File: src/rtl/cycle_sequencer_if.sv
// Sequencer bus: memory/decoder requests in, phase counter, opcode latch and mode flags out.
interface cycle_sequencer_if;
    logic [7:0] DataBus;
    logic       Wait;
    logic       P2_Set_CM1;
    logic       P2_Set_CMR;
    logic       P2_Reset_ITABLE;
    logic       PR_Reset_XPT;
    logic [3:0] XPT;
    logic [3:0] notXPT;
    logic [7:0] ITABLE;
    logic [7:0] notITABLE;
    logic       enable;
    logic       Mode_M1;
    logic       Mode_MR;
    logic       XPT_Overrun;

    // master: memory + decoder side driving requests
    modport master (
        output DataBus, Wait, P2_Set_CM1, P2_Set_CMR, P2_Reset_ITABLE, PR_Reset_XPT,
        input  XPT, notXPT, ITABLE, notITABLE, enable, Mode_M1, Mode_MR, XPT_Overrun
    );

    modport slave (
        input  DataBus, Wait, P2_Set_CM1, P2_Set_CMR, P2_Reset_ITABLE, PR_Reset_XPT,
        output XPT, notXPT, ITABLE, notITABLE, enable, Mode_M1, Mode_MR, XPT_Overrun
    );
endinterface

File: src/rtl/cycle_sequencer.sv
// Machine-cycle sequencer (M1 fetch / EXEC / MR refresh); Wait honoured only with CYCLE_SEQUENCER_WAIT_EN.
// Latency: opcode latched 2 cycles after entering M1; decoder requests act on the next edge.
// Backpressure: Wait stalls XPT, ITABLE and state; decoder requests still take effect.
module cycle_sequencer (
    input  logic               CLK,
    input  logic               RESET,
    cycle_sequencer_if.slave   bus
);
    typedef enum logic [1:0] {ST_M1, ST_EXEC, ST_MR} state_t;

    state_t     state, state_nxt;
    logic [3:0] xpt, xpt_nxt;
    logic [7:0] itable, itable_nxt;
    logic       ovr, ovr_nxt;
    logic       stall;
    logic       exec_req;

`ifdef CYCLE_SEQUENCER_WAIT_EN
    assign stall = bus.Wait;
`else
    logic unused_wait;
    assign unused_wait = bus.Wait;
    assign stall       = 1'b0;
`endif

    always_ff @(posedge CLK) begin
        if (RESET) begin
            state  <= ST_M1;
            xpt    <= 4'd0;
            itable <= 8'h00;
            ovr    <= 1'b0;
        end else begin
            state  <= state_nxt;
            xpt    <= xpt_nxt;
            itable <= itable_nxt;
            ovr    <= ovr_nxt;
        end
    end

    assign exec_req = bus.P2_Set_CM1 | bus.P2_Set_CMR | bus.P2_Reset_ITABLE | bus.PR_Reset_XPT;

    always_comb begin
        state_nxt  = state;
        xpt_nxt    = xpt;
        itable_nxt = itable;
        ovr_nxt    = ovr;
        case (state)
            ST_M1: begin
                if (!stall) begin
                    if (xpt == 4'd1) begin
                        itable_nxt = bus.DataBus;
                        xpt_nxt    = 4'd2;
                        state_nxt  = ST_EXEC;
                    end else begin
                        xpt_nxt = 4'd1;
                    end
                end
            end
            ST_MR: begin
                if (!stall) begin
                    if (xpt == 4'd1) begin
                        xpt_nxt   = 4'd0;
                        state_nxt = ST_M1;
                    end else begin
                        xpt_nxt = 4'd1;
                    end
                end
            end
            ST_EXEC: begin
                // Requests bypass the stall; any request suppresses the normal count step.
                if (bus.P2_Reset_ITABLE) itable_nxt = 8'h00;
                if (bus.PR_Reset_XPT)    xpt_nxt    = 4'd0;
                if (bus.P2_Set_CM1) begin
                    state_nxt = ST_M1;
                    xpt_nxt   = 4'd0;
                end else if (bus.P2_Set_CMR) begin
                    state_nxt = ST_MR;
                    xpt_nxt   = 4'd0;
                end
                if (!exec_req && !stall) begin
                    if (xpt == 4'd15) ovr_nxt = 1'b1;
                    else              xpt_nxt = xpt + 4'd1;
                end
            end
            default: begin
                state_nxt = ST_M1;
                xpt_nxt   = 4'd0;
            end
        endcase
    end

    assign bus.XPT         = xpt;
    assign bus.notXPT      = ~xpt;
    assign bus.ITABLE      = itable;
    assign bus.notITABLE   = ~itable;
    assign bus.enable      = (state == ST_EXEC);
    assign bus.Mode_M1     = (state == ST_M1);
    assign bus.Mode_MR     = (state == ST_MR);
    assign bus.XPT_Overrun = ovr;
endmodule

File: src/flat_wrapper.sv
// flat-port wrapper written by rule: the top's interface ports become plain ports
module cycle_sequencer_flat 
  (CLK, RESET, bus_DataBus, bus_Wait, bus_P2_Set_CM1, bus_P2_Set_CMR, bus_P2_Reset_ITABLE, bus_PR_Reset_XPT, bus_XPT, bus_notXPT, bus_ITABLE, bus_notITABLE, bus_enable, bus_Mode_M1, bus_Mode_MR, bus_XPT_Overrun);
  cycle_sequencer_if bus_i ();
  input  logic CLK;
  input  logic RESET;
  input wire logic [$bits(bus_i.DataBus)-1:0] bus_DataBus;
  input wire logic [$bits(bus_i.Wait)-1:0] bus_Wait;
  input wire logic [$bits(bus_i.P2_Set_CM1)-1:0] bus_P2_Set_CM1;
  input wire logic [$bits(bus_i.P2_Set_CMR)-1:0] bus_P2_Set_CMR;
  input wire logic [$bits(bus_i.P2_Reset_ITABLE)-1:0] bus_P2_Reset_ITABLE;
  input wire logic [$bits(bus_i.PR_Reset_XPT)-1:0] bus_PR_Reset_XPT;
  output wire logic [$bits(bus_i.XPT)-1:0] bus_XPT;
  output wire logic [$bits(bus_i.notXPT)-1:0] bus_notXPT;
  output wire logic [$bits(bus_i.ITABLE)-1:0] bus_ITABLE;
  output wire logic [$bits(bus_i.notITABLE)-1:0] bus_notITABLE;
  output wire logic [$bits(bus_i.enable)-1:0] bus_enable;
  output wire logic [$bits(bus_i.Mode_M1)-1:0] bus_Mode_M1;
  output wire logic [$bits(bus_i.Mode_MR)-1:0] bus_Mode_MR;
  output wire logic [$bits(bus_i.XPT_Overrun)-1:0] bus_XPT_Overrun;
  assign bus_i.DataBus = bus_DataBus;
  assign bus_i.Wait = bus_Wait;
  assign bus_i.P2_Set_CM1 = bus_P2_Set_CM1;
  assign bus_i.P2_Set_CMR = bus_P2_Set_CMR;
  assign bus_i.P2_Reset_ITABLE = bus_P2_Reset_ITABLE;
  assign bus_i.PR_Reset_XPT = bus_PR_Reset_XPT;
  assign bus_XPT = bus_i.XPT;
  assign bus_notXPT = bus_i.notXPT;
  assign bus_ITABLE = bus_i.ITABLE;
  assign bus_notITABLE = bus_i.notITABLE;
  assign bus_enable = bus_i.enable;
  assign bus_Mode_M1 = bus_i.Mode_M1;
  assign bus_Mode_MR = bus_i.Mode_MR;
  assign bus_XPT_Overrun = bus_i.XPT_Overrun;
  cycle_sequencer u_core (.CLK(CLK), .RESET(RESET), .bus(bus_i));
endmodule
File: config.mk
export PLATFORM = sky130hd
export DESIGN_NAME = cycle_sequencer_flat
export DESIGN_NICKNAME = d
export VERILOG_FILES = /design/src/rtl/cycle_sequencer_if.sv /design/src/rtl/cycle_sequencer.sv /design/src/flat_wrapper.sv
export SDC_FILE = /design/constraint.sdc
export NUM_CORES = 1
export LEC_CHECK = 0
export CORE_MARGIN = 2
export CORE_UTILIZATION = 40
export DETAILED_ROUTE_END_ITERATION = 6
export HOLD_SLACK_MARGIN = 0.08
export PLACE_DENSITY = 0.88
export SYNTH_ARGS = -nofsm -noshare
export SYNTH_HDL_FRONTEND = slang
export SYNTH_SLANG_ARGS = --single-unit
File: constraint.sdc
create_clock -name CLK -period 4.6 [get_ports CLK]
set_clock_uncertainty 0.1 [all_clocks]
set_input_delay 0.46 -clock CLK [delete_from_list [all_inputs] [get_ports CLK]]
set_output_delay 0.46 -clock CLK [all_outputs]
set_load 0.05 [all_outputs]
Yosys cells after proc, flatten, opt, wreduce, memory -nomap -nowiden
Index checks and enable logic that the tools add are counted.

word-level totals
  register bits after elaboration = 15
  latch bits = 0
  bits in writable memories = 0
  memory bits (read-only) = 0
  input port bits = 15
  output and inout port bits = 28
  memories kept = 0

cells by class
  add/subtract/negate cells = 1
  $mul = 0
  div/mod/pow operators = 0
  $lt $le $gt $ge = 0
  equality and inequality tests = 8
  shift-type cells = 0
  muxes and demuxes = 16
  bitwise gates (word level) = 6
  reductions and logical operators = 5

operator list
  cell                                            number
  2-to-1 mux 4 bit                                5
  2-to-1 mux 8 bit                                2
  one-hot mux 8 bit (2 select lines)              1
  one-hot mux 4 bit (3 select lines)              1
  2-to-1 mux 2 bit                                5
  AND reduction 3 bit                             3
  NOT 8 bit                                       1
  one-hot mux 2 bit (3 select lines)              1
  adder 4 x 1 -> 4 bit (second input constant)    1
  == test 4 x 1 -> 1 bit (second input constant)  1
  == test 4 bit (second input constant)           1
  != test 2 x 1 -> 1 bit (second input constant)  2
  NOT 4 bit                                       1
  != test 3 bit (second input constant)           1
  bitwise OR 1 bit                                3
  == test 2 x 1 -> 1 bit (second input constant)  1
  == test 2 bit (second input constant)           1
  logical NOT 2 bit                               1
  != test 2 bit (second input constant)           1
  nonzero test 2 bit                              1
  2-to-1 mux 1 bit                                1
  NOT 1 bit                                       1

Logic depth before layout (Yosys ltp)
Gate-level depths: netlist (run 1).

  word-level depth = 6
  mapped depth = 6
  depth with buffers taken out = 5

Worst setup path before layout (run 1)
OpenSTA, ideal clock, no wires.

  kind = register to register
  start point = reg u_core.xpt[1], in the netlist u_core.bus.XPT[1]
  end point = reg u_core.itable[1], in the netlist u_core.bus.ITABLE[1]
  setup time = 0.132 ns
  data arrival time = 1.927 ns
  data required time = 4.368 ns
  slack = 2.441 ns
  stages on the path, launching flop included = 7
  path buffers = 1
  clock period less this slack = 2.159 ns
  path through = dfxtp_1 -> inv_1 -> ha_1 -> or3b_1 -> buf_6 -> o311ai_1 -> a21oi_1

on the way
  cells in the longest elaborated chain, start to end = 3

ends and longest elaborated chain
  what                              line                   RTL
  start, declared                   cycle_sequencer.sv:12  logic [3:0] xpt, xpt_nxt;
  start signal, assigned            cycle_sequencer.sv:34  xpt <= xpt_nxt;
  == test 4 x 1 -> 1 bit            cycle_sequencer.sv:50  if (xpt == 4'd1) begin
  != test 2 x 1 -> 1 bit (no line)  n/a
  AND reduction 3 bit (no line)     n/a
  end signal, assigned              cycle_sequencer.sv:35  itable <= itable_nxt;
  end, declared                     cycle_sequencer.sv:13  logic [7:0] itable, itable_nxt;

No other way between the ends.
A chain may end at the register's enable or synchronous reset.

Worst setup path in the final report (run 1)
  start point = reg u_core.state[1]
  end point = out bus_Mode_M1

on the way
  cells in the longest elaborated chain, start to end = 1

ends and longest elaborated chain
  what                    line                   RTL
  start, declared         cycle_sequencer.sv:11  state_t state, state_nxt;
  start signal, assigned  cycle_sequencer.sv:33  state <= state_nxt;
  logical NOT 2 bit       cycle_sequencer.sv:97  assign bus.Mode_M1 = (state == ST_M1);
  end, declared           flat_wrapper.sv:18     output wire logic [$bits(bus_i.Mode_M1)-1:0] bus_Mode_M1;

No other way between the ends.

==> impl_metrics.env, run 1 <==
export IMPL_h_tree_depth=1
export IMPL_crit_buf_inv=1
export IMPL_fin_util=0.641
export IMPL_cp_required_ns=4.04
export IMPL_cp_end_kind="primary output"
export IMPL_insertion_delay_ns=0.30
export IMPL_ys_types=30
export IMPL_ant_nets=0
export IMPL_cts_reportedPaths_clkPinSlew_ns=0.09
export IMPL_grt_setup_unrepaired="false"
export IMPL_drt_iter0_drc=26
export IMPL_crit_chain="nor2_1, clkdlybuf4s50_1"
export IMPL_synth_flop_cell="dfxtp_1"
export IMPL_clockBufferDepth=2
export IMPL_netlist_instances=92
export IMPL_max_cap_viol_count=0
export IMPL_cts_tree="yes"
export IMPL_wl_per_cell_um=13.4
export IMPL_fp_coreArea_sq_um=1900
export IMPL_startpoint_type="flip-flop"
export IMPL_worst_ep_arrival_time_ns=2.28
export IMPL_grt_max_degree=17
export IMPL_cp_max_fo=15
export IMPL_numClockSinks=15
export IMPL_rows=16
export IMPL_synth_edf_count=0
export IMPL_cts_root_buf="clkbuf_4"
export IMPL_critical_path_top_delay_family="buffers and inverters"
export IMPL_hold_violations=0
export IMPL_first_global_vias=737
export IMPL_hold_path_class="flip-flop to flip-flop"
export IMPL_dp_cells=155
export IMPL_n_antenna_cell=0
export IMPL_run_status="completed"
export IMPL_drtPass1Iterations=4
export IMPL_fin_setup_tns_ns=0
export IMPL_ir_drop_uv=149
export IMPL_antenna_found_initial=0
export IMPL_numCtsBuffers=3
export IMPL_grt_usage=0.195
export IMPL_die_h_um=48.3
export IMPL_critPathSlowestCell="clkdlybuf4s50_1"
export IMPL_post_synth_cell_area_avg_sq_um=8.53
export IMPL_final_cells=159
export IMPL_nNetsFinal=150
export IMPL_yosys_warnings=0
export IMPL_initial_core_util=0.412
export IMPL_synth_area_sq_um=785
export IMPL_syn_nets=109
export IMPL_cts_setup_buffers=0
export IMPL_drive_gt1_frac=0.0606
export IMPL_slowest_delay_ns=0.93
export IMPL_wl_um=2130
export IMPL_ys_seq_area_frac=0.383
export IMPL_whs_ns=0.382
export IMPL_fin_crit_ns=2.84
export IMPL_fp_dieW_um=48.3
export IMPL_period_share=0.617
export IMPL_final_setup_viol_count=0
export IMPL_async_reset_ff_frac=0
export IMPL_drc=0
export IMPL_place_congestion=0.809
export IMPL_fmax_mhz=352
export IMPL_vias=877
export IMPL_overflow=0
export IMPL_pin_count=43
export IMPL_dp_hpwl_um=1570
export IMPL_max_slew_margin_rel=0.559
export IMPL_placed_cell_area_sq_um=1190
export IMPL_cts_resized=0
export IMPL_cts_hold_buffers=0
export IMPL_io_buffers=41
export IMPL_slew_violations=0
export IMPL_synth_ff_latch_count=15
export IMPL_power_per_cell_area_nw_per_um2=327
export IMPL_routed_via_density=5.52
export IMPL_p_leak_uw=0.000422
export IMPL_die_area_sq_um=2330
export IMPL_worst_pin_slew_ns=0.660
export IMPL_grt_pass1_wl_um=3090
export IMPL_syn2layout_area_growth_pct=55.3
export IMPL_criticalPathCategory="flip-flop to primary output"
export IMPL_final_area_sq_um=1220
## layout make-up
| class | count | area (sq um) |
|---|---|---|
| well taps | 27 | 33.8 |
| repair buffers | 41 | 410 |
| flip-flops and latches | 15 | 300 |
| fillers | 155 | 683 |
| inverters | 14 | 52.6 |
| clock buffers | 4 | 26.3 |
| multi-input cells | 58 | 395 |
## placed cells by master, fill, tap and decap left out, drive strengths merged, types with 4 or more instances in the layout
master         netlist  final
nor2                 6      6
clkbuf               1      4
dfxtp               15     15
inv                 14     14
o311ai               8      8
clkdlybuf4s50        0     41
nand3                8      8
a21oi               10     10
## flip-flops by register name, summed over array words and instances (netlist names)
signal	flops
u_core.state	2
u_core.bus.ITABLE	8
u_core.bus.XPT	4
u_core.bus.XPT_Overrun	1
## per-layer routing
layer | vias to the layer above | share of wire | GRT usage
met5 | - | 0 | 0
met2 | 42 | 0.49 | 0.313
li1 | 413 | - | -
met4 | 0 | 0.022 | 0.124
met3 | 5 | 0.078 | 0.0593
met1 | 417 | 0.41 | 0.223
## logic make-up after synthesis
kind of cell / share of synthesized area
AOI/OAI and AO/OA: 0.219
and+or+nand+nor: 0.239
DFF: 0.383
muxes: 0.0144
adders and majority gates: 0.0319
buffers and inverters: 0.113
## worst reg2reg max path: cells and delay by family, from the launching register on
family / cells / cell delay (ns)
AND/OR/NAND/NOR: 1 / 0.52
adder cells (fa/ha/maj): 1 / 0.20
AO/OA/AOI/OAI: 2 / 0.43
flip-flops: 1 / 0.47
## cell usage after synthesis (all sizes together) (2+ instances only)
| library cell | number | share of area |
|---|---|---|
| nand2 | 2 | 0.0096 |
| a31oi | 2 | 0.016 |
| nand3b | 2 | 0.019 |
| inv | 14 | 0.067 |
| buf | 4 | 0.041 |
| dfxtp | 15 | 0.38 |
| nand4b | 2 | 0.022 |
| nor2 | 6 | 0.029 |
| a21oi | 10 | 0.064 |
| nor3b | 2 | 0.026 |
| o311ai | 8 | 0.099 |
| nand3 | 8 | 0.051 |
| ha | 2 | 0.032 |
| nor3 | 2 | 0.013 |
## power breakdown
| part | switching, uW | internal, uW |
|---|---|---|
| logic | 108 | 58.7 |
| registers | 13.3 | 140 |
| clock network | 44.7 | 33.9 |
| total | 166 | 233 |
## path summary, 6_finish.rpt
path | cells past startpoint | startpoint | slack (ns) | endpoint
max | 2 | u_core.state[1] | 1.76 | bus_Mode_M1
min | 2 | u_core.bus.XPT_Overrun | 0.38 | u_core.bus.XPT_Overrun
max reg2reg | 4 | u_core.bus.XPT[0] | 2.76 | u_core.bus.ITABLE[3]
min reg2reg | 2 | u_core.bus.XPT_Overrun | 0.38 | u_core.bus.XPT_Overrun
## per-stage QoR
stage | worst slack (ns) | power (uW)
2_1_floorplan | 2.44 | 265
3_3_place_gp | 2.15 | 319
3_5_place_dp | 2.10 | 322
4_1_cts | 1.78 | 397
5_1_grt | 1.67 | 416
6_report | 1.76 | 398
(Power assumes the default switching activity.)
==> run 2, diff against run 1 <==
Settings changed: CORE_ASPECT_RATIO from default to 1.75, CORE_UTILIZATION 40 to 34, PLACE_DENSITY 0.88 to 0.81.
Clock period 4.6 ns to 2.4 ns, I/O delays scaled along.
==> impl_metrics.env, run 2 (same netlist as run 1, synthesis figures left out) <==
export IMPL_run_status="completed"
export IMPL_setup_ws_ns=0.299
export IMPL_cts_setup_buffers=0
export IMPL_drive_gt1_frac=0.0889
export IMPL_regToRegSetupSlack_ns=0.55
export IMPL_grt_pass1_wl_um=3430
export IMPL_met1_usage=0.194
export IMPL_place_congestion=0.788
export IMPL_use_met2=0.306
export IMPL_vias=855
export IMPL_rows=23
export IMPL_fin_crit_ns=2.10
export IMPL_worst_pin_slew_ns=0.579
export IMPL_cp_max_fo=8
export IMPL_ir_drop_uv=432
export IMPL_p_leak_uw=0.000445
export IMPL_cp_end_kind="primary output"
export IMPL_clockBufferDepth=2
export IMPL_final_area_sq_um=1250
export IMPL_fp_dieW_um=40.3
export IMPL_dp_cells=156
export IMPL_fp_coreArea_sq_um=2240
export IMPL_die_h_um=67.5
export IMPL_h_tree_depth=1
export IMPL_hold_depth=2
export IMPL_hold_end="u_core.bus.ITABLE[4]"
export IMPL_slew_violations=0
export IMPL_final_cells=160
export IMPL_pin_count=43
export IMPL_first_global_vias=792
export IMPL_ant_nets=0
export IMPL_worst_ep_arrival_time_ns=1.76
export IMPL_fin_util=0.559
export IMPL_gr_max_usage_layer="met2"
export IMPL_dp_slack_ns=0.551
export IMPL_largest_reg_flops=8
export IMPL_drc=0
export IMPL_final_setup_viol_count=0
export IMPL_power_per_cell_area_nw_per_um2=659
export IMPL_startpoint_type="flip-flop"
export IMPL_die_area_sq_um=2720
export IMPL_fmax_mhz=476
export IMPL_cts_root_buf="clkbuf_8"
export IMPL_wl_um=2210
export IMPL_overflow=0
export IMPL_max_cap_viol_count=0
export IMPL_r2r_cells=4
export IMPL_numClockSinks=15
export IMPL_fin_setup_tns_ns=0
export IMPL_timing_rr_start="u_core.bus.XPT[0]"
export IMPL_drt_iter0_drc=18
export IMPL_final_cell_mix="clkdlybuf4s50_1, dfxtp_1, inv_1"
export IMPL_wl_per_cell_um=13.8
export IMPL_drtPass1Iterations=4
export IMPL_cts_hold_buffers=0
export IMPL_insertion_delay_ns=0.25
export IMPL_period_share=0.875
export IMPL_max_slew_margin_rel=0.613
export IMPL_antenna_found_initial=0
export IMPL_numCtsBuffers=3
export IMPL_syn2layout_area_growth_pct=60.0
export IMPL_placed_cell_area_sq_um=1210
export IMPL_grt_max_degree=17
export IMPL_cts_resized=0
export IMPL_hold_path_class="flip-flop to flip-flop"
export IMPL_worstReg2RegEnd="u_core.bus.ITABLE[7]"
export IMPL_cp_required_ns=2.06
export IMPL_n_antenna_cell=0
export IMPL_initial_core_util=0.349
export IMPL_routed_via_density=5.34
export IMPL_criticalPathCategory="flip-flop to primary output"
export IMPL_grt_setup_unrepaired="false"
export IMPL_nNetsFinal=153
export IMPL_cts_tree="yes"
export IMPL_use_met3=0.0296
export IMPL_grt_usage=0.183
export IMPL_cts_reportedPaths_clkPinSlew_ns=0.06
export IMPL_layout_commonest_cell="clkdlybuf4s50_1"
export IMPL_dp_hpwl_um=1670
export IMPL_hold_violations=0
export IMPL_io_buffers=41
export IMPL_min_delay_start="u_core.bus.ITABLE[4]"
## run 2: how the worst max path moves through the flow
stage	to	cells after the start	slack (ns)	startpoint
floorplan	u_core.bus.ITABLE[1]	6	0.24	u_core.bus.XPT[1]
global placement	bus_enable	3	0.58	u_core.state[0]
detailed placement	u_core.bus.ITABLE[7]	4	0.55	u_core.bus.XPT[0]
CTS	bus_enable	3	0.30	u_core.state[0]
global route	bus_enable	3	0.22	u_core.state[0]
finish	bus_enable	3	0.30	u_core.state[0]
## run 2: stage by stage
step	total power, uW	hold WS (ns)
finish	826	0.392
global route	860	0.431
CTS	831	0.394
detailed placement	626	0.366
global placement	618	0.377
floorplan	508	0.209
## run 2: where the power goes
group | switching [uW] | total, uW | internal (uW)
clock network | 89.5 | 207 | 118
logic | 212 | 330 | 118
registers | 20.2 | 289 | 269
total | 322 | 826 | 504
## run 2: area by class of cell
cell class,count,area [sq um]
timing repair buffer,44,430
clock buffer,4,45.0
fill,237,990
multi-input combinational,58,395
sequential,15,300
inverter,14,52.6
tap,25,31.3
## run 2: worst max-delay path: stages, from the launching register on
cell and delay (ns):
dfxtp_1 0.46, inv_1 0.11, nor2_1 0.12, clkdlybuf4s50_1 0.81
## run 2: per-layer routing
metal	wire length, um	vias to the layer above
li1	-	419
met1	861	385
met2	1120	42
met3	139	9
met4	92	0
met5	0	-
==> run 3, diff against run 2 <==
Settings changed: CORE_ASPECT_RATIO 1.75 to 1.4.
==> impl_metrics.env, run 3 (same netlist as run 1, synthesis figures left out) <==
export IMPL_dp_slack_ns=0.435
export IMPL_crit_buf_inv=1
export IMPL_fp_dieW_um=44.6
export IMPL_cts_setup_buffers=0
export IMPL_cts_reportedPaths_clkPinSlew_ns=0.08
export IMPL_grt_usage=0.172
export IMPL_routed_via_density=5.58
export IMPL_max_cap_viol_count=0
export IMPL_hold_path_class="flip-flop to flip-flop"
export IMPL_fin_crit_ns=2.30
export IMPL_io_buffers=41
export IMPL_n_antenna_cell=0
export IMPL_setup_ws_ns=0.103
export IMPL_startpoint="u_core.state[1]"
export IMPL_first_global_vias=776
export IMPL_fp_coreArea_sq_um=2180
export IMPL_cp_max_fo=15
export IMPL_antenna_found_initial=0
export IMPL_cts_hold_buffers=0
export IMPL_rows=20
export IMPL_drtPass1Iterations=4
export IMPL_vias=871
export IMPL_pin_count=43
export IMPL_drive_gt1_frac=0.0821
export IMPL_dp_hpwl_um=1640
export IMPL_grt_pass1_wl_um=3460
export IMPL_wl_per_cell_um=14.1
export IMPL_insertion_delay_ns=0.29
export IMPL_critical_path_top_delay_family="buffers and inverters"
export IMPL_startpoint_type="flip-flop"
export IMPL_whs_ns=0.393
export IMPL_cp_end_kind="primary output"
export IMPL_syn2layout_area_growth_pct=56.1
export IMPL_max_slew_margin_rel=0.620
export IMPL_cts_tree="yes"
export IMPL_ir_drop_uv=274
export IMPL_drc=0
export IMPL_worst_pin_slew_ns=0.568
export IMPL_placed_cell_area_sq_um=1200
export IMPL_ant_nets=0
export IMPL_run_status="completed"
export IMPL_timing_rr_start="u_core.bus.XPT[0]"
export IMPL_layout_commonest_cell="clkdlybuf4s50_1"
export IMPL_p_leak_uw=0.000432
export IMPL_cts_root_buf="clkbuf_4"
export IMPL_largest_reg_flops=8
export IMPL_numCtsBuffers=3
export IMPL_worst_ep_arrival_time_ns=1.96
export IMPL_wl_um=2200
export IMPL_initial_core_util=0.360
export IMPL_die_area_sq_um=2710
export IMPL_hold_violations=0
export IMPL_slew_violations=0
export IMPL_power_per_cell_area_nw_per_um2=623
export IMPL_final_area_sq_um=1220
export IMPL_cts_resized=0
export IMPL_final_cell_mix="clkdlybuf4s50_1, dfxtp_1, inv_1"
export IMPL_min_delay_start="u_core.bus.XPT_Overrun"
export IMPL_h_tree_depth=1
export IMPL_crit_chain="nor2b_1, clkdlybuf4s50_1"
export IMPL_critPathSlowestCell="clkdlybuf4s50_1"
export IMPL_criticalPathCategory="flip-flop to primary output"
export IMPL_grt_max_degree=17
export IMPL_grt_setup_unrepaired="false"
export IMPL_clockBufferDepth=2
export IMPL_nNetsFinal=152
export IMPL_final_setup_viol_count=0
export IMPL_power_uw=763
export IMPL_fin_setup_tns_ns=0
export IMPL_place_congestion=0.769
export IMPL_slowest_delay_ns=0.81
export IMPL_cp_required_ns=2.06
export IMPL_die_h_um=60.8
export IMPL_numClockSinks=15
export IMPL_drt_iter0_drc=13
export IMPL_overflow=0
export IMPL_fmax_mhz=435
export IMPL_period_share=0.957
==> run 3: cell count changes in the layout (fill, tap and decap cells not counted), sizes merged <==
cell,change
buf,-1
==> run 3: report_power, final <==
part | internal (uW) | switching, uW
registers | 268 | 23.5
logic | 117 | 210
clock network | 64.7 | 80.1
==> run 3: final timing paths <==
kind | end | slack (ns) | depth (start not counted)
setup reg to reg | u_core.bus.ITABLE[4] | 0.52 | 4
hold reg to reg | u_core.bus.XPT_Overrun | 0.39 | 2
hold / removal | u_core.bus.XPT_Overrun | 0.39 | 2
setup / recovery | bus_Mode_MR | 0.10 | 2
==> run 3: cell type report <==
type                            instances  area [sq um]
Sequential cell                        15           300
Fill cell                             211           952
Clock buffer                            4          26.3
Timing Repair Buffer                   43           423
Tap cell                               22          27.5
Multi-Input combinational cell         58           395
Inverter                               14          52.6
==> run 3: through the flow <==
stage	instances	util
after floorplan	92	-
after global placement	152	0.551
after detailed placement	152	0.551
after CTS	156	0.563
after global routing	156	0.563
final	156	0.563
==> run 3: layer usage <==
metal | global-route usage | share of wire | vias up
li1 | - | - | 421
met1 | 0.180 | 0.39 | 409
met2 | 0.315 | 0.53 | 38
met3 | 0.0357 | 0.071 | 3
met4 | 0.0866 | 0.013 | 0
met5 | 0 | 0 | -
==> run 3: worst register-to-register path, stage by stage (launching register included) <==
cell,delay (ns)
dfxtp_1,0.48
ha_1,0.21
or3b_1,0.52
o311ai_1,0.33
a21oi_1,0.11
